<file path="src/rtl/fft_frame_sequencer.sv">
// Frame sequencer between the stereo codec read port and a streaming FFT core.
// Mixes codec sample pairs to mono, frames them into FFT_LEN-point sink blocks
// with sop/eop under sink_ready backpressure, and tracks the FFT source stream.
//
// state    | meaning
// ---------+----------------------------------------------------------------
// IDLE     | not running; no codec pops, source stream not accepted
// STREAM   | capturing codec samples and issuing sink beats for one frame
// WAIT_OUT | input frame sent; waiting for the FFT output frame to finish
module fft_frame_sequencer #(
   parameter int FFT_LEN    = 256,
   parameter int LOG2_LEN   = 8,
   parameter int DATA_W     = 24,
   parameter bit CONTINUOUS = 1'b1
) (
   input  logic                clk,
   input  logic                reset_n,
   input  logic                enable,
   input  logic                read_ready,
   input  logic [DATA_W-1:0]   readdata_left,
   input  logic [DATA_W-1:0]   readdata_right,
   output logic                read,
   output logic                sink_valid,
   input  logic                sink_ready,
   output logic                sink_sop,
   output logic                sink_eop,
   output logic [DATA_W-1:0]   sink_real,
   output logic [DATA_W-1:0]   sink_imag,
   output logic [1:0]          sink_error,
   input  logic                source_valid,
   input  logic                source_sop,
   input  logic                source_eop,
   output logic                source_ready,
   output logic [LOG2_LEN-1:0] bin_index,
   output logic                frame_done,
   output logic                stall_seen,
   output logic                busy
);

   typedef enum logic [1:0] {
      IDLE     = 2'd0,
      STREAM   = 2'd1,
      WAIT_OUT = 2'd2
   } state_t;

   localparam logic [LOG2_LEN-1:0] LAST_IDX = LOG2_LEN'(FFT_LEN - 1);

   state_t              state;
   state_t              state_nxt;
   logic [DATA_W-1:0]   hold;
   logic                hold_valid;
   logic [LOG2_LEN-1:0] count;
   logic [LOG2_LEN-1:0] bin_reg;
   logic [DATA_W:0]     mix_sum;
   logic [DATA_W-1:0]   mono;
   logic                capture;
   logic                beat_xfer;
   logic                eop_xfer;
   logic                src_acc;
   logic                src_eop_acc;
   logic                src_sop_acc;

   // One extra bit holds the full stereo sum; dropping bit 0 is an arithmetic
   // shift right by one, rounding toward minus infinity.
   assign mix_sum = {readdata_left[DATA_W-1], readdata_left}
                  + {readdata_right[DATA_W-1], readdata_right};
   assign mono    = mix_sum[DATA_W:1];

   assign sink_valid = hold_valid;
   assign sink_real  = hold;
   assign sink_imag  = '0;
   assign sink_error = 2'b00;
   assign sink_sop   = hold_valid & (count == '0);
   assign sink_eop   = hold_valid & (count == LAST_IDX);

   assign beat_xfer = hold_valid & sink_ready;
   assign eop_xfer  = beat_xfer & (count == LAST_IDX);

   // Once the eop beat is held, hold_valid blocks further capture until the
   // beat leaves, and that same edge moves the FSM to its next frame decision,
   // so no separate "frame captured" flag is needed.
   assign capture = (state == STREAM) & read_ready & ~hold_valid & ~read;

   assign src_acc     = source_valid & source_ready;
   assign src_sop_acc = src_acc & source_sop;
   assign src_eop_acc = src_acc & source_eop;

   // The sop beat is always bin 0; later beats show the running count.
   assign bin_index = src_sop_acc ? '0 : bin_reg;

   // State register.
   always_ff @(posedge clk) begin
      if (!reset_n) begin
         state <= IDLE;
      end else begin
         state <= state_nxt;
      end
   end

   // Next-state decode and state-derived outputs.
   always_comb begin
      state_nxt    = state;
      source_ready = 1'b0;
      busy         = 1'b0;
      unique case (state)
         IDLE: begin
            if (enable) begin
               state_nxt = STREAM;
            end
         end
         STREAM: begin
            source_ready = 1'b1;
            busy         = 1'b1;
            if (eop_xfer) begin
               if (CONTINUOUS) begin
                  state_nxt = enable ? STREAM : IDLE;
               end else begin
                  state_nxt = WAIT_OUT;
               end
            end
         end
         WAIT_OUT: begin
            source_ready = 1'b1;
            busy         = 1'b1;
            if (src_eop_acc) begin
               state_nxt = IDLE;
            end
         end
         default: begin
            state_nxt = IDLE;
         end
      endcase
   end

   // Sample hold, codec pop strobe and sink beat counter.
   always_ff @(posedge clk) begin
      if (!reset_n) begin
         hold       <= '0;
         hold_valid <= 1'b0;
         read       <= 1'b0;
         count      <= '0;
      end else begin
         read <= capture;
         if (capture) begin
            hold       <= mono;
            hold_valid <= 1'b1;
         end else if (beat_xfer) begin
            hold_valid <= 1'b0;
            count      <= (count == LAST_IDX) ? '0 : count + 1'b1;
         end
      end
   end

   // Sticky input-stall flag.
   always_ff @(posedge clk) begin
      if (!reset_n) begin
         stall_seen <= 1'b0;
      end else if (hold_valid & ~sink_ready) begin
         stall_seen <= 1'b1;
      end
   end

   // Source-side bin tracking and frame completion pulse.
   always_ff @(posedge clk) begin
      if (!reset_n) begin
         bin_reg    <= '0;
         frame_done <= 1'b0;
      end else begin
         frame_done <= src_eop_acc;
         if (src_acc) begin
            bin_reg <= source_sop ? LOG2_LEN'(1) : bin_reg + 1'b1;
         end
      end
   end

endmodule
</file>
<file path="config.mk">
export PLATFORM = sky130hd
export DESIGN_NAME = fft_frame_sequencer
export DESIGN_NICKNAME = d
export VERILOG_FILES = /design/src/rtl/fft_frame_sequencer.sv
export SDC_FILE = /design/constraint.sdc
export NUM_CORES = 1
export LEC_CHECK = 0
export ABC_AREA = 0
export BUFFER_PORTS_ARGS = -buffer_cell sky130_fd_sc_hd__buf_2
export CORE_UTILIZATION = 45
export CTS_BUF_LIST = sky130_fd_sc_hd__clkbuf_2
export DETAILED_ROUTE_END_ITERATION = 7
export PLACE_DENSITY = 0.74
export SETUP_SLACK_MARGIN = 0.1
export SLEW_MARGIN = 30
export SYNTH_ARGS = -nofsm -noshare
export SYNTH_HDL_FRONTEND = slang
export SYNTH_SLANG_ARGS = --single-unit
export TNS_END_PERCENT = 50
</file>
<file path="constraint.sdc">
create_clock -name clk -period 3.1 [get_ports clk]
set_input_delay 0.155 -clock clk [delete_from_list [all_inputs] [get_ports clk]]
set_output_delay 0.155 -clock clk [all_outputs]
set_load 0.02 [all_outputs]
</file>
==> impl_metrics.yaml, run 1 <==
finish:
  drive_gt1_share_pct: 25.7
  area_growth_pct: 15.7
  stdcell_count: 574
  fin_area_um2: 3720
  diodes: 0
  finalNetCount: 561
  largest_reg_flops: 24
sta:
  min_period_ns: 2.10
  fmax_mhz: 475
  fin_crit_sh_pct: 67.9
  tns_ns: 0
  grt_setup_unrepaired: "false"
  slew_viol_final: 0
  finalSetupViolCount: 0
  slew_headroom_pct: 55.4
  tightest_slew_ns: 0.669
  skew_ns: 0.0281
  hold_viol: 0
setup_path:
  critPathCaptureType: "flip-flop"
  arrival_ns: 2.40
  reg2reg_from: "state[0]$_SDFFE_PN0P_"
  worst-setup-path-type: "flip-flop to flip-flop"
  worst_r2r_path_depth: 5
  critPathLaunchType: "flip-flop"
  critical_path_required_ns: 3.40
  crit_start: "state[0]$_SDFFE_PN0P_"
  crit_path_end: "sink_real[13]$_SDFFE_PN0P_"
  reg2reg_to: "sink_real[13]$_SDFFE_PN0P_"
  r2r_setup_slack_ns: 1.0
  cp_max_fo: 21
detailed_routing:
  drt-total-wl_mm: 6.88
  drt_first_pass_iters: 4
  drc: 0
  wire_per_inst_um: 12.0
  ant_nets: 0
  vias: 2816
  viasPerCell: 4.91
  drt_iter0_drc: 88
cts:
  cts_tree: "yes"
  cts-root-buf: "clkbuf_2"
  clock_latency_ns: 0.42
  post_cts_resize_count: 0
  htree_levels: 2
  cts_buffers: 5
  path_clk_slew_ns: 0.24
  cts.sinks: 45
  post-cts-setup-buffers: 0
  clockBufferDepth: 2
placement:
  placed_area_um2: 3640
  place.gp.congestion: 0.836
  hpwl_mm: 5.44
  place.port_buffers: 95
  place_inst: 565
logic_synthesis:
  synthAdderAreaFrac_pct: 10.7
  avgSynthCellArea_um2: 8.28
  ys.flop_type: "dfxtp_1"
  synth_top_family_by_area: "simple AND/OR/NAND/NOR gates"
  yosys.area_share.simple_pct: 22.8
  synth_seq_cells: 45
  syn-cell-area_um2: 3220
  async_flop_share_pct: 0
  yosysTopAreaCellShare_pct: 28.0
  synth_compound_area_share_pct: 20.3
  seq_area_frac_synth_pct: 28.0
  synth_area_leaders: "dfxtp_1, ha_1, buf_4"
  synth_warnings: 0
  synth-xor-area-share_pct: 8.43
  netlist_instances: 389
  yosys.area.top_type: "dfxtp_1"
  synth_edf_count: 0
  ys_types: 54
  synth_mux_area_share_pct: 0.311
global_routing:
  grt_max_degree: 30
  antenna_found_initial: 0
  grtUsageTotal_pct: 18.7
  grt_pass1_vias: 2660
  overflow: 0
  grt_pass1_wl_mm: 11.4
floorplan:
  core_um2: 6870
  fp.dieArea_um2: 7500
  fp.dieW_um: 86.6
  dieHeight_um: 86.6
  initial_core_util_pct: 46.9
  row_count: 30
  pin_count: 122
worst_hold_path:
  hold_class: "input port to flip-flop"
  min_from: "sink_ready"
outcome:
  status: "complete, no violations"
pwr:
  pwr-share-clk_pct: 22.5
  ir_drop_mv: 0.156
  pwr-share-comb_pct: 33.0
  p_seq_share_pct: 44.5
  intPower_uw: 930
  p_per_area_nw_per_um2: 380
  switching_share_pct: 34.2
  p_leak_uw: 0.00179
  p_switching_uw: 484
flow_run:
  drv_cap: 0
-- cells by family after synthesis --
group / Yosys count
mux: 1
simple gates: 141
other cells: 1
fa+ha+maj: 27
xor+xnor: 31
buf+inv: 48
flops: 45
compound gates: 95
-- per-stage QoR --
| step | power [uW] | hold slack [ns] | worst slack, ns | utilization (%) |
|---|---|---|---|---|
| finish | 1410 | 0.0697 | 0.996 | 54.2 |
| global route | 1500 | 0.0370 | 0.796 | 54.2 |
| CTS | 1430 | 0.0323 | 0.956 | 54.2 |
| detailed placement | 1100 | 0.386 | 0.807 | 53.1 |
| global placement | 1100 | 0.356 | 0.850 | 53.1 |
| floorplan | 1010 | 0.264 | 1.10 | - |
-- synthesized netlist by cell type (all sizes together) (2+ instances only) --
cell type,count
nand2b,2
o21ai,31
nand3,12
nor4b,3
nand2,49
a21o,10
and2,23
nand3b,2
o21bai,6
o211a,3
dfxtp,45
o211ai,2
a21boi,5
nand4,8
nor2b,3
ha,26
nor2,26
o21a,7
inv,7
or3,2
nor3,2
xnor2,15
a21oi,24
buf,34
clkbuf,7
and3,5
a31oi,3
xor2,16
-- layout by cell type, fill, tap and decap left out, drive strengths merged, types with 8 or more instances in the layout --
cell type	instances
buf	96
nand2	49
dfxtp	45
o21ai	31
nor2	26
ha	26
conb	26
a21oi	24
and2	23
xor2	16
xnor2	15
nand3	12
a21o	10
nand4	8
-- layer usage --
layer | wire length, um | vias to the layer above | GRT usage (%)
li1 | - | 1460 | -
met1 | 3050 | 1265 | 22.1
met2 | 3450 | 82 | 33.8
met3 | 278 | 9 | 3.43
met4 | 103 | 0 | 6.82
met5 | 0 | - | 0
-- final cells by class --
| class | instances | area (um2) |
|---|---|---|
| clock inverter | 2 | 35.0 |
| clock buffer | 5 | 25.0 |
| timing repair buffer | 98 | 503 |
| inverter | 7 | 26.3 |
| multi-input combinational | 321 | 2110 |
| fill | 691 | 3140 |
| tap | 96 | 120 |
| sequential | 45 | 901 |
-- how the worst min path moves through the flow --
stage                                    to  slack [ns]  cells after the start
CTS                 sink_valid$_SDFFE_PN0P_        0.03                      3
global route        stall_seen$_SDFFE_PN0P_        0.04                      3
detailed placement    state[0]$_SDFFE_PN0P_        0.39                      3
floorplan             state[0]$_SDFFE_PN0P_        0.26                      2
global placement      state[0]$_SDFFE_PN0P_        0.36                      3
finish              sink_valid$_SDFFE_PN0P_        0.07                      3
-- critical path, stage by stage, from the launching register on --
cell and delay, ns:
dfxtp_1 0.42, inv_1 0.10, or4b_1 0.87, and2_1 0.41, nand2_1 0.11, o21ai_1 0.07
-- power groups by stage --
stage          combinational, uW  clock, uW  sequential [uW]
2_1_floorplan                339          0              672
6_report                     466        319              629
4_1_cts                      468        330              629
3_3_place_gp                 455          0              640
3_5_place_dp                 463          0              641
5_1_grt                      519        352              634
-- repair_timing --
action | 4_1_cts | 5_1_grt
hold endpoints to repair | 2 | 0
setup endpoints to repair | 0 | 0
hold buffers | 2 | 0
(Power assumes the default switching activity.)
==> inputs of run 2 (changes only) <==
PLACE_DENSITY = 0.77   (was 0.74)
clock period = 1.9 ns   (was 3.1 ns; I/O delays follow)
==> run 2 against run 1 <==
Routed wire length increased by 4.4%; setup slack got worse by 0.79 ns; design area rose by 5.5%; non-clock buffer count is 27 higher; critical path depth rose by 1; clock power up 26%; die area unchanged; critical endpoint is now sink_real[3]$_SDFFE_PN0P_; largest cell class unchanged; largest power group unchanged.
==> impl_metrics.yaml, run 2 (same netlist as run 1, synthesis figures left out) <==
finish:
  final_core_util_pct: 57.2
  layout_commonest_cell: "buf_2"
  register_area_um2: 903
  diodes: 0
  area_growth_pct: 22.0
  layout_common_cells: "buf_2, nand2_1, dfxtp_1"
  multi_input_comb_area_um2: 2130
  fillers: 655
  drive_gt1_share_pct: 30.4
  finalNetCount: 588
  largest_reg_flops: 24
global_routing:
  overflow: 0
  grt_max_degree: 20
  grt_pass1_wl_mm: 12.1
  antenna_found_initial: 0
  grtUsageTotal_pct: 20.2
  grt_pass1_vias: 2717
sta:
  finalSetupViolCount: 0
  fin_crit_sh_pct: 88.9
  grt_setup_unrepaired: "true"
  fmax_mhz: 592
  setup_ws_ns: 0.210
  min_period_ns: 1.69
  skew_ns: 0.0229
  hold_viol: 0
  slew_viol_final: 0
  hold_ws_ns: 0.100
cts:
  cts_tree: "yes"
  clockBufferDepth: 2
  cts-root-buf: "clkbuf_2"
  cts_buffers: 5
  path_clk_slew_ns: 0.25
  cts.sinks: 45
  post-cts-setup-buffers: 0
  clock_latency_ns: 0.41
  htree_levels: 2
setup_path:
  r2r_setup_slack_ns: 0.21
  critPathCaptureType: "flip-flop"
  worst_r2r_path_depth: 6
  critical_path_required_ns: 2.22
  worst-setup-path-type: "flip-flop to flip-flop"
  crit_start: "state[0]$_SDFFE_PN0P_"
  cp_max_fo: 19
  reg2reg_to: "sink_real[3]$_SDFFE_PN0P_"
  reg2reg_from: "state[0]$_SDFFE_PN0P_"
  critPathLaunchType: "flip-flop"
  arrival_ns: 2.01
floorplan:
  initial_core_util_pct: 46.9
  pin_count: 122
  fp.dieW_um: 86.6
  core_um2: 6870
  fp.dieArea_um2: 7500
  row_count: 30
  dieHeight_um: 86.6
placement:
  place.gp.congestion: 0.905
  place.port_buffers: 95
  dp_slack_ns: -0.121
  hpwl_mm: 5.82
detailed_routing:
  drc: 0
  drt-total-wl_mm: 7.18
  wire_per_inst_um: 11.9
  drt_first_pass_iters: 4
  viasPerCell: 4.97
  ant_nets: 0
  drt_iter0_drc: 64
  vias: 2990
pwr:
  p_per_area_nw_per_um2: 577
  p_leak_uw: 0.00192
  ir_drop_mv: 0.232
flow_run:
  drv_cap: 0
worst_hold_path:
  whs_path_depth: 4
  hold_class: "input port to flip-flop"
  holdPathEnd: "sink_real[22]$_SDFFE_PN0P_"
  min_from: "readdata_right[23]"
outcome:
  status: "complete, no violations"
==> run 2: changes by cell type in the layout (fill, tap and decap cells not counted), sizes merged <==
cell	previous run	this run
bufinv	1	0
clkbuf	5	6
clkinv	1	2
dlygate4sd3	2	5
buf	96	120
==> run 2: worst max-delay path by stage <==
| stage | to | slack, ns | cells past startpoint |
|---|---|---|---|
| 2_1_floorplan | sink_real[19]$_SDFFE_PN0P_ | 0.04 | 10 |
| 3_3_place_gp | sink_real[19]$_SDFFE_PN0P_ | -0.10 | 11 |
| 3_5_place_dp | sink_real[19]$_SDFFE_PN0P_ | -0.12 | 11 |
| 4_1_cts | bin_index[1] | 0.11 | 4 |
| 5_1_grt | sink_real[3]$_SDFFE_PN0P_ | 0.09 | 6 |
| 6_report | sink_real[3]$_SDFFE_PN0P_ | 0.21 | 6 |
==> run 2: worst max-delay path, stage by stage, from the launching register on <==
cell     delay (ns)
dfxtp_2        0.38
inv_1          0.08
or4b_1         0.59
buf_4          0.24
nand2_1        0.09
o21ai_0        0.08
and2_1         0.16
==> run 2: per-layer routing <==
| layer | global-route usage [%] | vias up | routed length, um |
|---|---|---|---|
| li1 | - | 1526 | - |
| met1 | 24.9 | 1351 | 3210 |
| met2 | 35.6 | 95 | 3500 |
| met3 | 3.14 | 18 | 301 |
| met4 | 7.42 | 0 | 168 |
| met5 | 0 | - | 0 |
==> run 2: area by class of cell <==
class                      count  area share [%]
multi-input combinational    321            54.1
sequential                    45            23.0
timing repair buffer         125            18.1
tap                           96            3.06
clock buffer                   6           0.764
inverter                       7           0.669
clock inverter                 2           0.255
==> run 2: repair_timing <==
item,4_1_cts,5_1_grt
gates resized for setup,0,4
setup endpoints to repair,0,15
hold endpoints to repair,5,2
hold buffers,4,1
==> run 2: where the power goes <==
part | leakage [uW] | total, uW | internal [uW] | switching, uW
clock network | 0.0000327 | 401 | 92.6 | 308
registers | 0.000366 | 1020 | 995 | 29.2
logic | 0.00152 | 843 | 370 | 473
total | 0.00192 | 2270 | 1460 | 810
==> run 2: stage by stage <==
step / setup TNS [ns] / total power (uW) / instances / area, um2
floorplan: 0 / 1650 / 414 / 3320
global placement: -0.443 / 1860 / 589 / 3830
detailed placement: -0.711 / 1880 / 589 / 3830
CTS: 0 / 2290 / 601 / 3910
global route: 0 / 2430 / 602 / 3930
finish: 0 / 2270 / 602 / 3930
==> inputs of run 3 (changes only) <==
==> constraint.sdc (replaced) <==
create_clock -name clk -period 1.9 [get_ports clk]
set_input_delay 0.285 -clock clk [delete_from_list [all_inputs] [get_ports clk]]
set_output_delay 0.285 -clock clk [all_outputs]
set_load 0.02 [all_outputs]
==> run 3 against run 2 <==
Clock skew decreased by 0.011 ns; clock power is 68% higher; total power rose by 14%; critical path type is now flip-flop to output port.
==> impl_metrics.yaml, run 3 (same netlist as run 1, synthesis figures left out) <==
finish:
  register_area_um2: 907
  diodes: 0
  final_core_util_pct: 60.9
  fillers: 643
  drive_gt1_share_pct: 36.0
  layout_commonest_cell: "buf_2"
  multi_input_comb_area_um2: 2160
  stdcell_count: 624
  largest_reg_flops: 24
  area_growth_pct: 29.8
  layout_common_cells: "buf_2, buf_4, nand2_1, dfxtp_1, conb_1"
  finalNetCount: 610
floorplan:
  dieHeight_um: 86.6
  fp.dieArea_um2: 7500
  pin_count: 122
  initial_core_util_pct: 46.9
  core_um2: 6870
  row_count: 30
  fp.dieW_um: 86.6
sta:
  min_period_ns: 1.80
  skew_ns: 0.0120
  grt_setup_unrepaired: "true"
  slew_viol_final: 0
  finalSetupViolCount: 0
  fmax_mhz: 555
  fin_crit_sh_pct: 94.8
  tns_ns: 0
  hold_viol: 0
pwr:
  p_leak_uw: 0.00207
  ir_drop_mv: 0.277
  power_uw: 2600
  p_per_area_nw_per_um2: 621
setup_path:
  critPathLaunchType: "flip-flop"
  worst-setup-path-type: "flip-flop to output port"
  critPathCaptureType: "output port"
  r2r_setup_slack_ns: 0.20
  critical_path_required_ns: 1.62
  slowest_stage: "dfxtp_2"
  arrival_ns: 1.52
  slowest_delay_ns: 0.40
  cp_max_fo: 3
  path_cells: "ha_2 > nand3_1 > nor2_2 > and2_1 > buf_4"
global_routing:
  grtUsageTotal_pct: 19.9
  grt_max_degree: 21
  grt_pass1_vias: 2761
  grt_pass1_wl_mm: 12.0
  overflow: 0
  antenna_found_initial: 0
worst_hold_path:
  hold_class: "input port to flip-flop"
placement:
  hpwl_mm: 5.91
  place_inst: 612
  place.gp.congestion: 0.894
  place.port_buffers: 95
detailed_routing:
  drt-total-wl_mm: 7.32
  drc: 0
  wire_per_inst_um: 11.7
  drt_first_pass_iters: 4
  viasPerCell: 4.89
  drt_iter0_drc: 44
  ant_nets: 0
  vias: 3050
cts:
  cts_buffers: 5
  cts.sinks: 45
  path_clk_slew_ns: 0.23
  clock_latency_ns: 0.41
  clockBufferDepth: 2
  cts-root-buf: "clkbuf_2"
  htree_levels: 2
  cts_tree: "yes"
flow_run:
  drv_cap: 0
outcome:
  status: "complete, no violations"
run 3: metrics by stage:
step / worst slack, ns / instance area [um2] / hold WS (ns)
2_1_floorplan: -0.155 / 3320 / 0.394
3_3_place_gp: -0.290 / 4000 / 0.434
3_5_place_dp: -0.355 / 4000 / 0.441
4_1_cts: 0.0689 / 4130 / 0.0274
5_1_grt: -0.0349 / 4180 / 0.0298
6_report: 0.0989 / 4180 / 0.0504
run 3: layout make-up:
cell class	instances	area share (%)
tap	96	2.87
clock inverter	3	1.56
clock buffer	5	0.599
sequential	45	21.7
inverter	7	0.629
multi-input combinational	321	51.7
timing repair buffer	147	20.9
run 3: per-layer routing:
metal	global-route usage (%)	part of all wire, %	vias up
met5	0	0	-
met1	24.0	45	1379
met2	35.9	50	87
met4	6.82	1.5	0
li1	-	-	1572
met3	3.14	3.7	12
run 3: final timing paths:
kind                              startpoint                         end  depth (start not counted)
setup / recovery       count[0]$_SDFFE_PN0P_                    sink_eop                          5
hold / removal                        enable       state[0]$_SDFFE_PN0P_                          3
hold reg to reg   sink_real[18]$_SDFFE_PN0P_  sink_real[18]$_SDFFE_PN0P_                          2
setup reg to reg       state[0]$_SDFFE_PN0P_   sink_real[2]$_SDFFE_PN0P_                          6
run 3: critical path, delay by kind of cell (launching register included):
family	cells	cell delay (ns)
and+or+nand+nor	3	0.40
buffers and inverters	1	0.13
DFF	1	0.40
adders and majority gates	1	0.18
run 3: power by group:
part	total (uW)	internal (uW)	switching, uW	leakage (uW)
Sequential	1020	995	29.0	0.000368
Clock	675	352	323	0.0000529
Combinational	897	412	485	0.00165
run 3: repair_timing:
item | CTS | global route
pin swaps | 2 | 2
setup buffers | 2 | 2
hold buffers | 0 | 0
setup endpoints to repair | 10 | 16
resized for setup | 11 | 9
